==> config.mk <==
export PLATFORM = sky130hd
export DESIGN_NAME = uart_rx_frame_ctrl
export DESIGN_NICKNAME = d
export VERILOG_FILES = /design/src/rtl/uart_pkg.sv /design/src/rtl/uart_rx_sampler.sv /design/src/rtl/uart_rx_frame_ctrl.sv
export SDC_FILE = /design/constraint.sdc
export NUM_CORES = 1
export LEC_CHECK = 0
export ABC_AREA = 0
export BUFFER_PORTS_ARGS = -buffer_cell sky130_fd_sc_hd__buf_4
export CAP_MARGIN = 10
export CORE_AREA = 2 2 89 83
export CTS_BUF_LIST = sky130_fd_sc_hd__clkbuf_16
export DETAILED_ROUTE_END_ITERATION = 8
export DIE_AREA = 0 0 91 85
export PLACE_DENSITY = 0.65
export SYNTH_ARGS = -nofsm -noshare
export SYNTH_HDL_FRONTEND = slang
export SYNTH_HIERARCHICAL = 1
export SYNTH_SLANG_ARGS = --single-unit
==> constraint.sdc <==
create_clock -name CLK -period 9 [get_ports CLK]
set_input_delay 1.35 -clock CLK [delete_from_list [all_inputs] [get_ports CLK]]
set_output_delay 1.35 -clock CLK [all_outputs]
set_load 0.02 [all_outputs]
==> src/rtl/uart_pkg.sv <==
// Shared definitions for the UART receive path: FSM encoding, parity sense,
// minimum oversampling ratio and the 3-sample majority helper.
package uart_pkg;

    localparam logic [2:0] ST_IDLE     = 3'd0;
    localparam logic [2:0] ST_START    = 3'd1;
    localparam logic [2:0] ST_DATA     = 3'd2;
    localparam logic [2:0] ST_PARITY   = 3'd3;
    localparam logic [2:0] ST_STOP     = 3'd4;
    localparam logic [2:0] ST_BRK_WAIT = 3'd5;

    typedef enum logic [2:0] {
        S_IDLE     = ST_IDLE,
        S_START    = ST_START,
        S_DATA     = ST_DATA,
        S_PARITY   = ST_PARITY,
        S_STOP     = ST_STOP,
        S_BRK_WAIT = ST_BRK_WAIT
    } rx_state_t;

    localparam logic PAR_EVEN = 1'b0;
    localparam logic PAR_ODD  = 1'b1;

    localparam int MIN_PRESCALE = 8;

    function automatic logic maj3(input logic a, input logic b, input logic c);
        return (a & b) | (a & c) | (b & c);
    endfunction

endpackage

==> src/rtl/uart_rx_sampler.sv <==
// Per-bit edge counter and 3-sample majority recovery around the bit centre.
// The vote is registered, so it is usable one edge after the last sample.
module uart_rx_sampler
    import uart_pkg::*;
#(
    parameter int PRESC_W = 6
) (
    input  logic               clk,
    input  logic               rst,
    input  logic               start,
    input  logic               run,
    input  logic               rx_in,
    input  logic [PRESC_W-1:0] presc,
    output logic [PRESC_W-1:0] e_cnt,
    output logic               vote,
    output logic               bit_tick
);

    localparam logic [PRESC_W-1:0] ONE = {{(PRESC_W-1){1'b0}}, 1'b1};

    logic [PRESC_W-1:0] mid;
    logic               s0;
    logic               s1;

    assign mid      = {1'b0, presc[PRESC_W-1:1]};
    assign bit_tick = run & (e_cnt == (presc - ONE));

    // Edge counter plus sample capture; the detecting cycle is E=0, so count resumes at 1.
    always_ff @(posedge clk) begin
        if (rst) begin
            e_cnt <= '0;
            s0    <= 1'b0;
            s1    <= 1'b0;
            vote  <= 1'b0;
        end else begin
            if (start) begin
                e_cnt <= ONE;
            end else if (bit_tick) begin
                e_cnt <= '0;
            end else if (run) begin
                e_cnt <= e_cnt + ONE;
            end else begin
                e_cnt <= '0;
            end
            if (run && (e_cnt == (mid - ONE))) begin
                s0 <= rx_in;
            end
            if (run && (e_cnt == mid)) begin
                s1 <= rx_in;
            end
            if (run && (e_cnt == (mid + ONE))) begin
                vote <= maj3(s0, s1, rx_in);
            end
        end
    end

endmodule

==> src/rtl/uart_rx_frame_ctrl.sv <==
// UART receive engine: frame FSM, deserialiser, parity/stop/break checks and
// registered per-frame status towards the system-control block.
module uart_rx_frame_ctrl
    import uart_pkg::*;
#(
    parameter int DATA_WIDTH = 8,
    parameter int PRESC_W    = 6
) (
    input  logic                  CLK,
    input  logic                  RST,
    input  logic                  RX_IN,
    input  logic [PRESC_W-1:0]    PRESCALE,
    input  logic                  PAR_EN,
    input  logic                  PAR_TYP,
    input  logic                  STOP2,
    output logic [DATA_WIDTH-1:0] P_DATA,
    output logic                  FRAME_DONE,
    output logic                  DATA_VALID,
    output logic                  PAR_ERR,
    output logic                  STOP_ERR,
    output logic                  BREAK_DET,
    output logic                  BUSY
);

    localparam int                 BW       = $clog2(DATA_WIDTH);
    localparam logic [BW-1:0]      BIT_ONE  = {{(BW-1){1'b0}}, 1'b1};
    localparam logic [BW-1:0]      LAST_BIT = BW'(DATA_WIDTH - 1);
    localparam logic [PRESC_W-1:0] MIN_P    = PRESC_W'(MIN_PRESCALE);
    localparam logic [PRESC_W-1:0] TWO      = {{(PRESC_W-2){1'b0}}, 2'b10};

    rx_state_t             state;
    logic [PRESC_W-1:0]    p_lat;
    logic                  pe_lat;
    logic                  pt_lat;
    logic                  s2_lat;
    logic [BW-1:0]         bit_cnt;
    logic [DATA_WIDTH-1:0] shift;
    logic                  par_err_n;
    logic                  stop_err_n;
    logic                  par_bit;
    logic                  stop1_v;

    logic [PRESC_W-1:0]    e_cnt;
    logic                  vote;
    logic                  bit_tick;
    logic                  start_s;
    logic                  run_s;
    logic                  vote_tick_s;
    logic                  brk_s;
    logic                  par_fail_s;

    assign start_s     = (state == S_IDLE) & ~RX_IN;
    assign run_s       = (state == S_START) | (state == S_DATA) | (state == S_PARITY) | (state == S_STOP);
    assign vote_tick_s = run_s & (e_cnt == ({1'b0, p_lat[PRESC_W-1:1]} + TWO));
    assign brk_s       = (shift == '0) & (~pe_lat | ~par_bit) & ~stop1_v;
    assign par_fail_s  = pe_lat & par_err_n;

    uart_rx_sampler #(
        .PRESC_W (PRESC_W)
    ) u_sampler (
        .clk      (CLK),
        .rst      (RST),
        .start    (start_s),
        .run      (run_s),
        .rx_in    (RX_IN),
        .presc    (p_lat),
        .e_cnt    (e_cnt),
        .vote     (vote),
        .bit_tick (bit_tick)
    );

    // Frame FSM with registered status; pulses default low every cycle.
    always_ff @(posedge CLK) begin
        if (RST) begin
            state      <= S_IDLE;
            p_lat      <= MIN_P;
            pe_lat     <= 1'b0;
            pt_lat     <= 1'b0;
            s2_lat     <= 1'b0;
            bit_cnt    <= '0;
            shift      <= '0;
            par_err_n  <= 1'b0;
            stop_err_n <= 1'b0;
            par_bit    <= 1'b0;
            stop1_v    <= 1'b0;
            P_DATA     <= '0;
            FRAME_DONE <= 1'b0;
            DATA_VALID <= 1'b0;
            PAR_ERR    <= 1'b0;
            STOP_ERR   <= 1'b0;
            BREAK_DET  <= 1'b0;
            BUSY       <= 1'b0;
        end else begin
            FRAME_DONE <= 1'b0;
            DATA_VALID <= 1'b0;
            BREAK_DET  <= 1'b0;
            case (state)
                S_IDLE: begin
                    if (!RX_IN) begin
                        state      <= S_START;
                        BUSY       <= 1'b1;
                        p_lat      <= (PRESCALE < MIN_P) ? MIN_P : PRESCALE;
                        pe_lat     <= PAR_EN;
                        pt_lat     <= PAR_TYP;
                        s2_lat     <= STOP2;
                        bit_cnt    <= '0;
                        par_err_n  <= 1'b0;
                        stop_err_n <= 1'b0;
                        par_bit    <= 1'b0;
                    end
                end
                S_START: begin
                    if (vote_tick_s && vote) begin
                        state <= S_IDLE;
                        BUSY  <= 1'b0;
                    end else if (bit_tick) begin
                        state   <= S_DATA;
                        bit_cnt <= '0;
                    end
                end
                S_DATA: begin
                    if (vote_tick_s) begin
                        shift <= {vote, shift[DATA_WIDTH-1:1]};
                    end
                    if (bit_tick) begin
                        if (bit_cnt == LAST_BIT) begin
                            state   <= pe_lat ? S_PARITY : S_STOP;
                            bit_cnt <= '0;
                        end else begin
                            bit_cnt <= bit_cnt + BIT_ONE;
                        end
                    end
                end
                S_PARITY: begin
                    if (vote_tick_s) begin
                        par_err_n <= vote ^ (^shift) ^ (pt_lat == PAR_ODD);
                        par_bit   <= vote;
                    end
                    if (bit_tick) begin
                        state <= S_STOP;
                    end
                end
                S_STOP: begin
                    if (vote_tick_s) begin
                        stop_err_n <= stop_err_n | ~vote;
                        if (bit_cnt == '0) begin
                            stop1_v <= vote;
                        end
                    end
                    if (bit_tick) begin
                        if (s2_lat && (bit_cnt == '0)) begin
                            bit_cnt <= BIT_ONE;
                        end else begin
                            FRAME_DONE <= 1'b1;
                            P_DATA     <= shift;
                            PAR_ERR    <= par_fail_s;
                            STOP_ERR   <= stop_err_n;
                            BREAK_DET  <= brk_s;
                            DATA_VALID <= ~par_fail_s & ~stop_err_n & ~brk_s;
                            state      <= brk_s ? S_BRK_WAIT : S_IDLE;
                            BUSY       <= brk_s;
                        end
                    end
                end
                S_BRK_WAIT: begin
                    if (RX_IN) begin
                        state <= S_IDLE;
                        BUSY  <= 1'b0;
                    end
                end
                default: begin
                    state <= S_IDLE;
                    BUSY  <= 1'b0;
                end
            endcase
        end
    end

endmodule

# Word level (Yosys, flattened, before mapping)
# Index checks and enable logic that the tools add are counted.
[word_totals] ff_bits=50 n_memories=0 mem_bits_ro=0 ramBits=0 in_bits=12 latch_bits=0 output_inout_bits=14 elab_cells=151
[classes] shift=0 n_mul=0 div=0 mux=38 n_reduce_logical=25 bitwise_logic=33 magnitude_cmp=1 n_addsub=6 eq_ne=25
[op_table] op="$mux W3" n=18
[op_table] op="$eq A6 B6 Y1" n=4
[op_table] op="$ne A2 B2 Y1 const B" n=10
[op_table] op="$pmux W3 S6" n=1
[op_table] op="$mux W1" n=13
[op_table] op="$not A1 Y1" n=13
[op_table] op="$pmux W3 S4" n=1
[op_table] op="$reduce_and A3 Y1" n=4
[op_table] op="$and A1 B1 Y1" n=11
[op_table] op="$eq A3 B3 Y1 const B" n=3
[op_table] op="$logic_not A8 Y1" n=1
[op_table] op="$reduce_and A8 Y1" n=1
[op_table] op="$reduce_or A4 Y1" n=2
[op_table] op="$reduce_xor A8 Y1" n=1
[op_table] op="$or A1 B1 Y1" n=7
[op_table] op="$reduce_and A7 Y1" n=1
[op_table] op="$add A5 B1 Y6 const B" n=1
[op_table] op="$add A5 B2 Y6 const B" n=1
[op_table] op="$add A6 B1 Y6 const B" n=1
[op_table] op="$eq A3 B2 Y1 const B" n=2
[op_table] op="$eq A6 B5 Y1" n=1
[op_table] op="$logic_not A3 Y1" n=2
[op_table] op="$lt A6 B4 Y1 const B" n=1
[op_table] op="$mux W6" n=1
[op_table] op="other kinds (16)" n=27

# Logic depth before layout (Yosys ltp)
# Gate-level depths: netlist of run 1.
[logic_depth] depth_word=8 depth_mapped=13 depth_no_buf=12

# Cells and area by module
# Netlist of run 1, hierarchy kept.
[modules_own_cells] mod="uart_rx_frame_ctrl" area_per_inst_um2=2184.6 seq_area_each_um2=820.8 cells_each=262 n_inst=1
[modules_own_cells] mod="uart_rx_sampler" area_per_inst_um2=869.6 seq_area_each_um2=180.2 cells_each=108 n_inst=1

# Worst setup path before layout of run 1
# No wires, ideal clock.
[synth_path] kind="register to register" from="register p_lat[2]" to="register bit_cnt[2]" arrival_time_ns=2.910 required_time_ns=8.878 slack_ns=5.968 n_path_buf=1 stages_incl_launch_ff=14 setup_ns=0.122 synth_period_minus_slack_ns=3.032 path_cell_list="dfxtp_1 > buf_2 > inv_1 > ha_1 > a21boi_0 > xnor2_1 > nand3_1 > a2111oi_2 > and2_1 > nor2b_1 > o31a_1 > o22ai_1 > and2_1 > o21ai_0"
[synth_via] elab_cells_between_ends=12 cone_classes="2 x add/sub; 6 x eq/ne; 2 x bitwise; 2 x reduce/logical"
[synth_rtl] element="from (decl)" line="uart_rx_frame_ctrl.sv:32" text="logic [PRESC_W-1:0] p_lat;"
[synth_rtl] element="from (signal assigned)" line="uart_rx_frame_ctrl.sv:102" text="p_lat <= (PRESCALE < MIN_P) ? MIN_P : PRESCALE;"
[synth_rtl] element="$sub A6 B1 Y6 *" line="uart_rx_sampler.sv:26" text="assign bit_tick = run & (e_cnt == (presc - ONE));"
[synth_rtl] element="$eq A6 B6 Y1 *" line="uart_rx_sampler.sv:26"
[synth_rtl] element="$and A1 B1 Y1 *" line="uart_rx_sampler.sv:26"
[synth_rtl] element="net bit_tick" line="uart_rx_frame_ctrl.sv:45" text="logic bit_tick;"
[synth_rtl] element="$ne A2 B2 Y1 (no line)"
[synth_rtl] element="$reduce_and A7 Y1 (no line) *"
[synth_rtl] element="to (signal assigned)" line="uart_rx_frame_ctrl.sv:130" text="bit_cnt <= bit_cnt + BIT_ONE;"
[synth_rtl] element="to (decl)" line="uart_rx_frame_ctrl.sv:36" text="logic [BW-1:0] bit_cnt;"
# Mark *: on every way through the listed nets, which the timed path passes. The rest lies on a longest branch.
# A chain may end at the register's enable or synchronous reset.

# Worst setup path in the final report of run 1
[layout_path] from="register p_lat[2]" to="register DATA_VALID"
[layout_via] elab_chain_len=5
[layout_lines] element="$sub A6 B1 Y6" line="uart_rx_sampler.sv:26"
[layout_lines] element="$eq A6 B6 Y1" line="uart_rx_sampler.sv:26"
[layout_lines] element="$and A1 B1 Y1" line="uart_rx_sampler.sv:26"
[layout_lines] element="net bit_tick" line="uart_rx_frame_ctrl.sv:45"
[layout_lines] element="$not A1 Y1 (no line)"
[layout_lines] element="$reduce_or A4 Y1 (no line)"
[layout_lines] element="to (signal assigned)" line="uart_rx_frame_ctrl.sv:159" text="DATA_VALID <= ~par_fail_s & ~stop_err_n & ~brk_s;"
[layout_lines] element="to (decl)" line="uart_rx_frame_ctrl.sv:18" text="output logic DATA_VALID,"
# The timed path passes the listed nets, and every way through them passes these cells.

==> impl_metrics.ini, run 1 <==
[yosys]
synth_top_family_by_area = simple AND/OR/NAND/NOR gates
synth-compound-area-share = 0.145
syn_area_mm2 = 0.00305
synth_nets = 395
synthAdderAreaFrac = 0.0565
yosysSeqAreaShare = 0.328
synthFlopType = dfxtp_1
yosysWarnings = 6
synth_seq_cells = 50
synth_xor_area_frac = 0.105
synth_edf_count = 0
synth_mux_area_frac = 0.0463
syn_inst = 370
synth.avg_cell_area_um2 = 8.25
synthSimpleGateAreaFrac = 0.263
postSynth.asyncResetShare = 0
synth_top_cell_by_area = dfxtp_1
synth_cell_types = 61
synthDominantCellAreaShare = 0.328
synthTopCellsByArea = dfxtp_1 (33%), nor2_1 (6.0%), xnor2_1 (5.7%), ha_1 (5.3%), mux2i_1 (4.3%)

[die]
die_x_um = 91
ios = 26
die_area_mm2 = 0.00774
initial_core_util = 0.448
rows = 29
die_y_um = 85
core_mm2 = 0.00682

[timing]
final-max-slew-violation-count = 0
slew_headroom = 0.447
setup_viol_count_final = 0
hold_viol = 0
clock_skew_ns = 0.00339
worst-slew-pin-transition_ns = 0.825
max_freq_mhz = 266
rsz0062_at_grt = no
setup_tns_ns = 0
whs_ns = 0.467
period_minus_slack_ns = 3.76
min_period_over_period = 0.418

[critical_path]
worstSetupEndpointType = flop
path_max_fanout = 21
path_cells = inv_1 -> ha_1 -> a21boi_0 -> xnor2_1 -> nand3_1 -> a2111oi_2 -> and2_1 -> nand4b_1 -> nor2_1 -> and4b_1
crit_path_start = p_lat[2]$_SDFFE_PP0P_
r2r_start = p_lat[2]$_SDFFE_PP0P_
cp_slowest_cell = nand4b_1
worstSetupStartpointType = flop
crit_required_ns = 9.24
slowest_delay_ns = 0.68
critPathKind = flop to flop
cp.arrival_ns = 4.00

[grt]
grt-ovfl-total = 0
grt_usage = 0.174
grt_start_max_net_pins = 48
grt_pass1_vias = 2371
grt_pass1_wl_mm = 11.1
antenna_found_initial = 0

[finish]
final_util = 0.500
synthToLayoutAreaGrowth_pct = 11.6
nFillCells = 714
finalNetCount = 409
multi_input_area_mm2 = 0.00188
drive_above_1_share = 0.114
seq_area_mm2 = 0.00100
diodes = 0

[pwr]
power_switching_mw = 0.280
p_int_mw = 0.461
swShare = 0.378
comb_power_share = 0.351
p_clk_frac = 0.251
total_leakage_power_nw = 1.28
vdd_drop_max_v = 0.0000994
design_power_total_mw = 0.741
p_per_area_mw_per_mm2 = 217
seq_power_share = 0.398

[worst_hold_path]
min_from = u_sampler/s0$_SDFFE_PP0P_
hold_path_class = flop to flop

[cts]
holdBufCountCts = 0
ctsRootBufferMaster = clkbuf_16
ctsHtreeMaxLevel = 2
cts_tree = yes
clk_path_buf_depth = 2
cts.clk_slew.worst_paths_ns = 0.07
cts_setup_buffers = 0
clock_sinks = 50
clk_latency_ns = 0.29
cts_buffers = 5
post_cts_resized = 0

[route]
ant_nets = 0
routed_wl_mm = 6.57
wl_per_cell_um = 13.7
drc = 0
dr_total_vias = 2531
dr.pass1.iters = 4
vias_per_cell = 5.29
drt_iter0_drc = 130

[placed_design]
io_buffers = 25
dp_hpwl_mm = 4.79
place_congestion = 0.817

[status]
outcome = finished, final reports clean

[run]
drv_cap = 0
-- per-stage QoR --
stage | instances | area, µm² | worst slack (ns)
6_report | 478 | 3410 | 5.24
5_1_grt | 478 | 3410 | 4.79
4_1_cts | 478 | 3410 | 5.24
3_5_place_dp | 470 | 3260 | 5.26
3_3_place_gp | 470 | 3260 | 5.37
2_1_floorplan | 370 | 3050 | 5.97
-- cell usage in the layout (no fill, tap or decap), drive strengths merged, types with 3 or more instances in the layout --
cell / Yosys / layout
buf: 5 / 25
o21ai: 8 / 8
mux2i: 13 / 13
clkbuf: 13 / 5
xor2: 14 / 14
nand3b: 5 / 5
xnor2: 21 / 21
nand3: 17 / 17
or3: 3 / 3
a22oi: 3 / 3
dfxtp: 50 / 50
nor3: 8 / 8
nand4: 3 / 3
a21oi: 22 / 22
ha: 13 / 13
nor2b: 4 / 4
nor2: 49 / 49
o211ai: 5 / 5
or2: 3 / 3
nor4b: 4 / 4
nand2b: 4 / 4
and2: 5 / 5
inv: 19 / 20
nand4b: 4 / 4
and3: 5 / 5
a2111oi: 4 / 4
a31oi: 3 / 3
nor3b: 4 / 4
o22ai: 3 / 3
nand2: 31 / 31
-- synthesized netlist by cell type (3+ instances only) --
library cell / number
o22ai_1: 3
xnor2_1: 20
a31oi_1: 3
o21ai_0: 7
nand3b_1: 5
ha_1: 13
a22oi_1: 3
nand4_1: 3
and2_1: 5
inv_1: 19
nand3_1: 17
nand2b_1: 4
nand4b_1: 4
clkbuf_1: 12
nor3b_1: 3
nor2b_1: 3
xor2_1: 13
nor3_1: 8
o211ai_1: 5
mux2i_1: 13
nand2_1: 31
nor4b_1: 4
dfxtp_1: 50
or3_1: 3
and3_1: 5
a21oi_1: 22
nor2_1: 49
-- area by class of cell --
cell class              instances  share of cell area
clock inverters                 3             0.00587
flip-flops and latches         50               0.294
repair buffers                 25              0.0551
clock buffers                   5              0.0367
inverters                      20              0.0220
well taps                      93              0.0341
multi-input cells             282               0.552
-- kinds of logic (layout without fill, tap and decap cells) --
kind of cell	after synthesis	count (layout)
compound gates	63	63
xor+xnor	35	35
fa+ha+maj	14	14
buf+inv	38	53
flops	50	50
mux	14	14
simple gates	156	156
-- final timing paths --
path | slack [ns] | depth (start not counted) | end
max | 5.24 | 10 | DATA_VALID$_SDFF_PP0_
min | 0.47 | 2 | u_sampler/s0$_SDFFE_PP0P_
max reg2reg | 5.24 | 10 | DATA_VALID$_SDFF_PP0_
min reg2reg | 0.47 | 2 | u_sampler/s0$_SDFFE_PP0P_
-- worst max-delay path: cells and delay by family, from the launching register on --
| kind | cells | cell delay (ns) |
|---|---|---|
| xor+xnor | 1 | 0.16 |
| fa+ha+maj | 1 | 0.20 |
| buf+inv | 1 | 0.15 |
| flops | 1 | 0.61 |
| simple gates | 5 | 1.66 |
| compound gates | 2 | 0.92 |
-- sequential cells by signal, indices dropped and copies added (netlist names), 3 cells and up --
signal / count
P_DATA: 8
p_lat: 6
bit_cnt: 3
state: 3
shift: 8
u_sampler/e_cnt: 6
-- routing by layer --
layer,routed length [µm],GRT usage
met1,3230,0.232
met5,0,0
met3,206,0.0337
met4,128,0.0510
met2,3010,0.288
-- power by group through the flow --
stage / sequential (mW) / clock [mW] / combinational (mW)
5_1_grt: 0.301 / 0.201 / 0.293
3_5_place_dp: 0.299 / 0 / 0.258
3_3_place_gp: 0.298 / 0 / 0.256
6_report: 0.294 / 0.186 / 0.260
2_1_floorplan: 0.271 / 0 / 0.235
4_1_cts: 0.294 / 0.191 / 0.259
Power figures use the tool's default switching activity.
==> inputs of run 2 (changes only) <==
--- a/config.mk
+++ b/config.mk
@@ -12,7 +12,7 @@
 export CTS_BUF_LIST = sky130_fd_sc_hd__clkbuf_16
 export DETAILED_ROUTE_END_ITERATION = 8
 export DIE_AREA = 0 0 91 85
-export PLACE_DENSITY = 0.65
+export PLACE_DENSITY = 0.67
 export SYNTH_ARGS = -nofsm -noshare
 export SYNTH_HDL_FRONTEND = slang
 export SYNTH_HIERARCHICAL = 1
==> constraint.sdc (replaced) <==
create_clock -name CLK -period 3.4 [get_ports CLK]
set_input_delay 0.51 -clock CLK [delete_from_list [all_inputs] [get_ports CLK]]
set_output_delay 0.51 -clock CLK [all_outputs]
set_load 0.02 [all_outputs]
==> impl_metrics.ini, run 2 (same netlist as run 1, synthesis figures left out) <==
[timing]
clock_skew_ns = 0.00630
period_minus_slack_ns = 3.12
rsz0062_at_grt = no
worst-slew-pin-transition_ns = 0.784
max_freq_mhz = 321
setup_viol_count_final = 0
layout_setup_ws_ns = 0.283
setup_tns_ns = 0
min_period_over_period = 0.917
final-max-slew-violation-count = 0
hold_viol = 0
slew_headroom = 0.477

[grt]
grt-ovfl-total = 0
grt_usage = 0.179
antenna_found_initial = 0
grt_pass1_vias = 2396
grt_pass1_wl_mm = 11.4
grt_start_max_net_pins = 48

[cts]
cts_tree = yes
cts_setup_buffers = 0
clk_latency_ns = 0.29
holdBufCountCts = 0
cts_buffers = 5
ctsHtreeMaxLevel = 2
ctsRootBufferMaster = clkbuf_16
cts.clk_slew.worst_paths_ns = 0.07
clk_path_buf_depth = 2
clock_sinks = 50
post_cts_resized = 0

[critical_path]
crit_required_ns = 3.57
crit_path_start = p_lat[1]$_SDFFE_PP0P_
cp.arrival_ns = 3.29
path_max_fanout = 8
r2r_start = p_lat[1]$_SDFFE_PP0P_
critPathKind = flop to flop
worstSetupEndpointType = flop
worstSetupStartpointType = flop

[finish]
post-route-cell-area_mm2 = 0.00344
finalNetCount = 414
drive_above_1_share = 0.123
fin_cells = 482
nFillCells = 698
final_common_cell = dfxtp_1
layout_common_cells = dfxtp_1 (50), nor2_1 (49), nand2_1 (31)
synthToLayoutAreaGrowth_pct = 12.5
diodes = 0
reg.largest.list = P_DATA: 8 flops, shift: 8 flops

[route]
wl_per_cell_um = 13.6
vias_per_cell = 5.30
drc = 0
routed_wl_mm = 6.58
dr_total_vias = 2554
dr.pass1.iters = 4
ant_nets = 0
drt_iter0_drc = 132

[pwr]
total_leakage_power_nw = 1.30
vdd_drop_max_v = 0.000407
power_switching_mw = 0.736
comb_power_share = 0.378
p_int_mw = 1.23
seq_power_share = 0.381
p_per_area_mw_per_mm2 = 572
p_clk_frac = 0.242
swShare = 0.374

[status]
outcome = finished, final reports clean

[worst_hold_path]
hold_path_class = input pin to flop
min_from = PRESCALE[1]

[placed_design]
dpl.cell_count = 475
placed_area_mm2 = 0.00330
post-place-ws_ns = 0.355
place_congestion = 0.884
dp_hpwl_mm = 4.79
io_buffers = 25

[die]
core_mm2 = 0.00682
die_x_um = 91
die_y_um = 85
ios = 26
initial_core_util = 0.448
rows = 29
die_area_mm2 = 0.00774

[run]
drv_cap = 0
run 2: final timing paths:
check | to | slack [ns] | cells after the start
setup / recovery | bit_cnt[2]$_SDFFE_PP0P_ | 0.28 | 12
hold / removal | p_lat[1]$_SDFFE_PP0P_ | 0.46 | 3
setup reg to reg | bit_cnt[2]$_SDFFE_PP0P_ | 0.28 | 12
hold reg to reg | s2_lat$_SDFFE_PP0P_ | 0.46 | 2
run 2: area by class of cell:
cell class,count,area [µm²],share of cell area
Tap cell,93,116,0.0339
Inverter,20,75.1,0.0218
Sequential cell,50,1000,0.291
Clock inverter,2,11.3,0.00328
Timing Repair Buffer,30,225,0.0655
Clock buffer,5,125,0.0364
Multi-Input combinational cell,282,1880,0.548
run 2: power by group through the flow:
stage,Combinational [mW],Clock [mW],Sequential (mW)
after floorplan,0.622,0,0.716
after global placement,0.721,0,0.760
after detailed placement,0.733,0,0.763
after CTS,0.738,0.489,0.749
after global routing,0.827,0.512,0.765
final,0.743,0.475,0.749
run 2: worst max-delay path, cell delays in order, from the launching register on:
cell,delay [ns]
dfxtp_1,0.48
inv_1,0.14
ha_1,0.22
a21boi_0,0.31
xnor2_1,0.16
nand3_1,0.11
a2111oi_2,0.36
and2_1,0.30
nor2b_1,0.07
o31a_1,0.27
o22ai_1,0.27
and2_1,0.22
o21ai_0,0.09
run 2: metrics by stage:
stage	power [mW]	util	hold WS, ns
6_report	1.97	0.504	0.459
5_1_grt	2.10	0.504	0.462
4_1_cts	1.98	0.504	0.456
3_5_place_dp	1.50	0.484	0.458
3_3_place_gp	1.48	0.484	0.449
2_1_floorplan	1.34	-	0.432
run 2: per-layer routing:
metal	GRT usage	vias up	wire [µm]
met5	0	-	0
met4	0.0441	0	56
met3	0.0364	5	290
met2	0.295	42	3020
met1	0.241	1189	3210
li1	-	1318	-
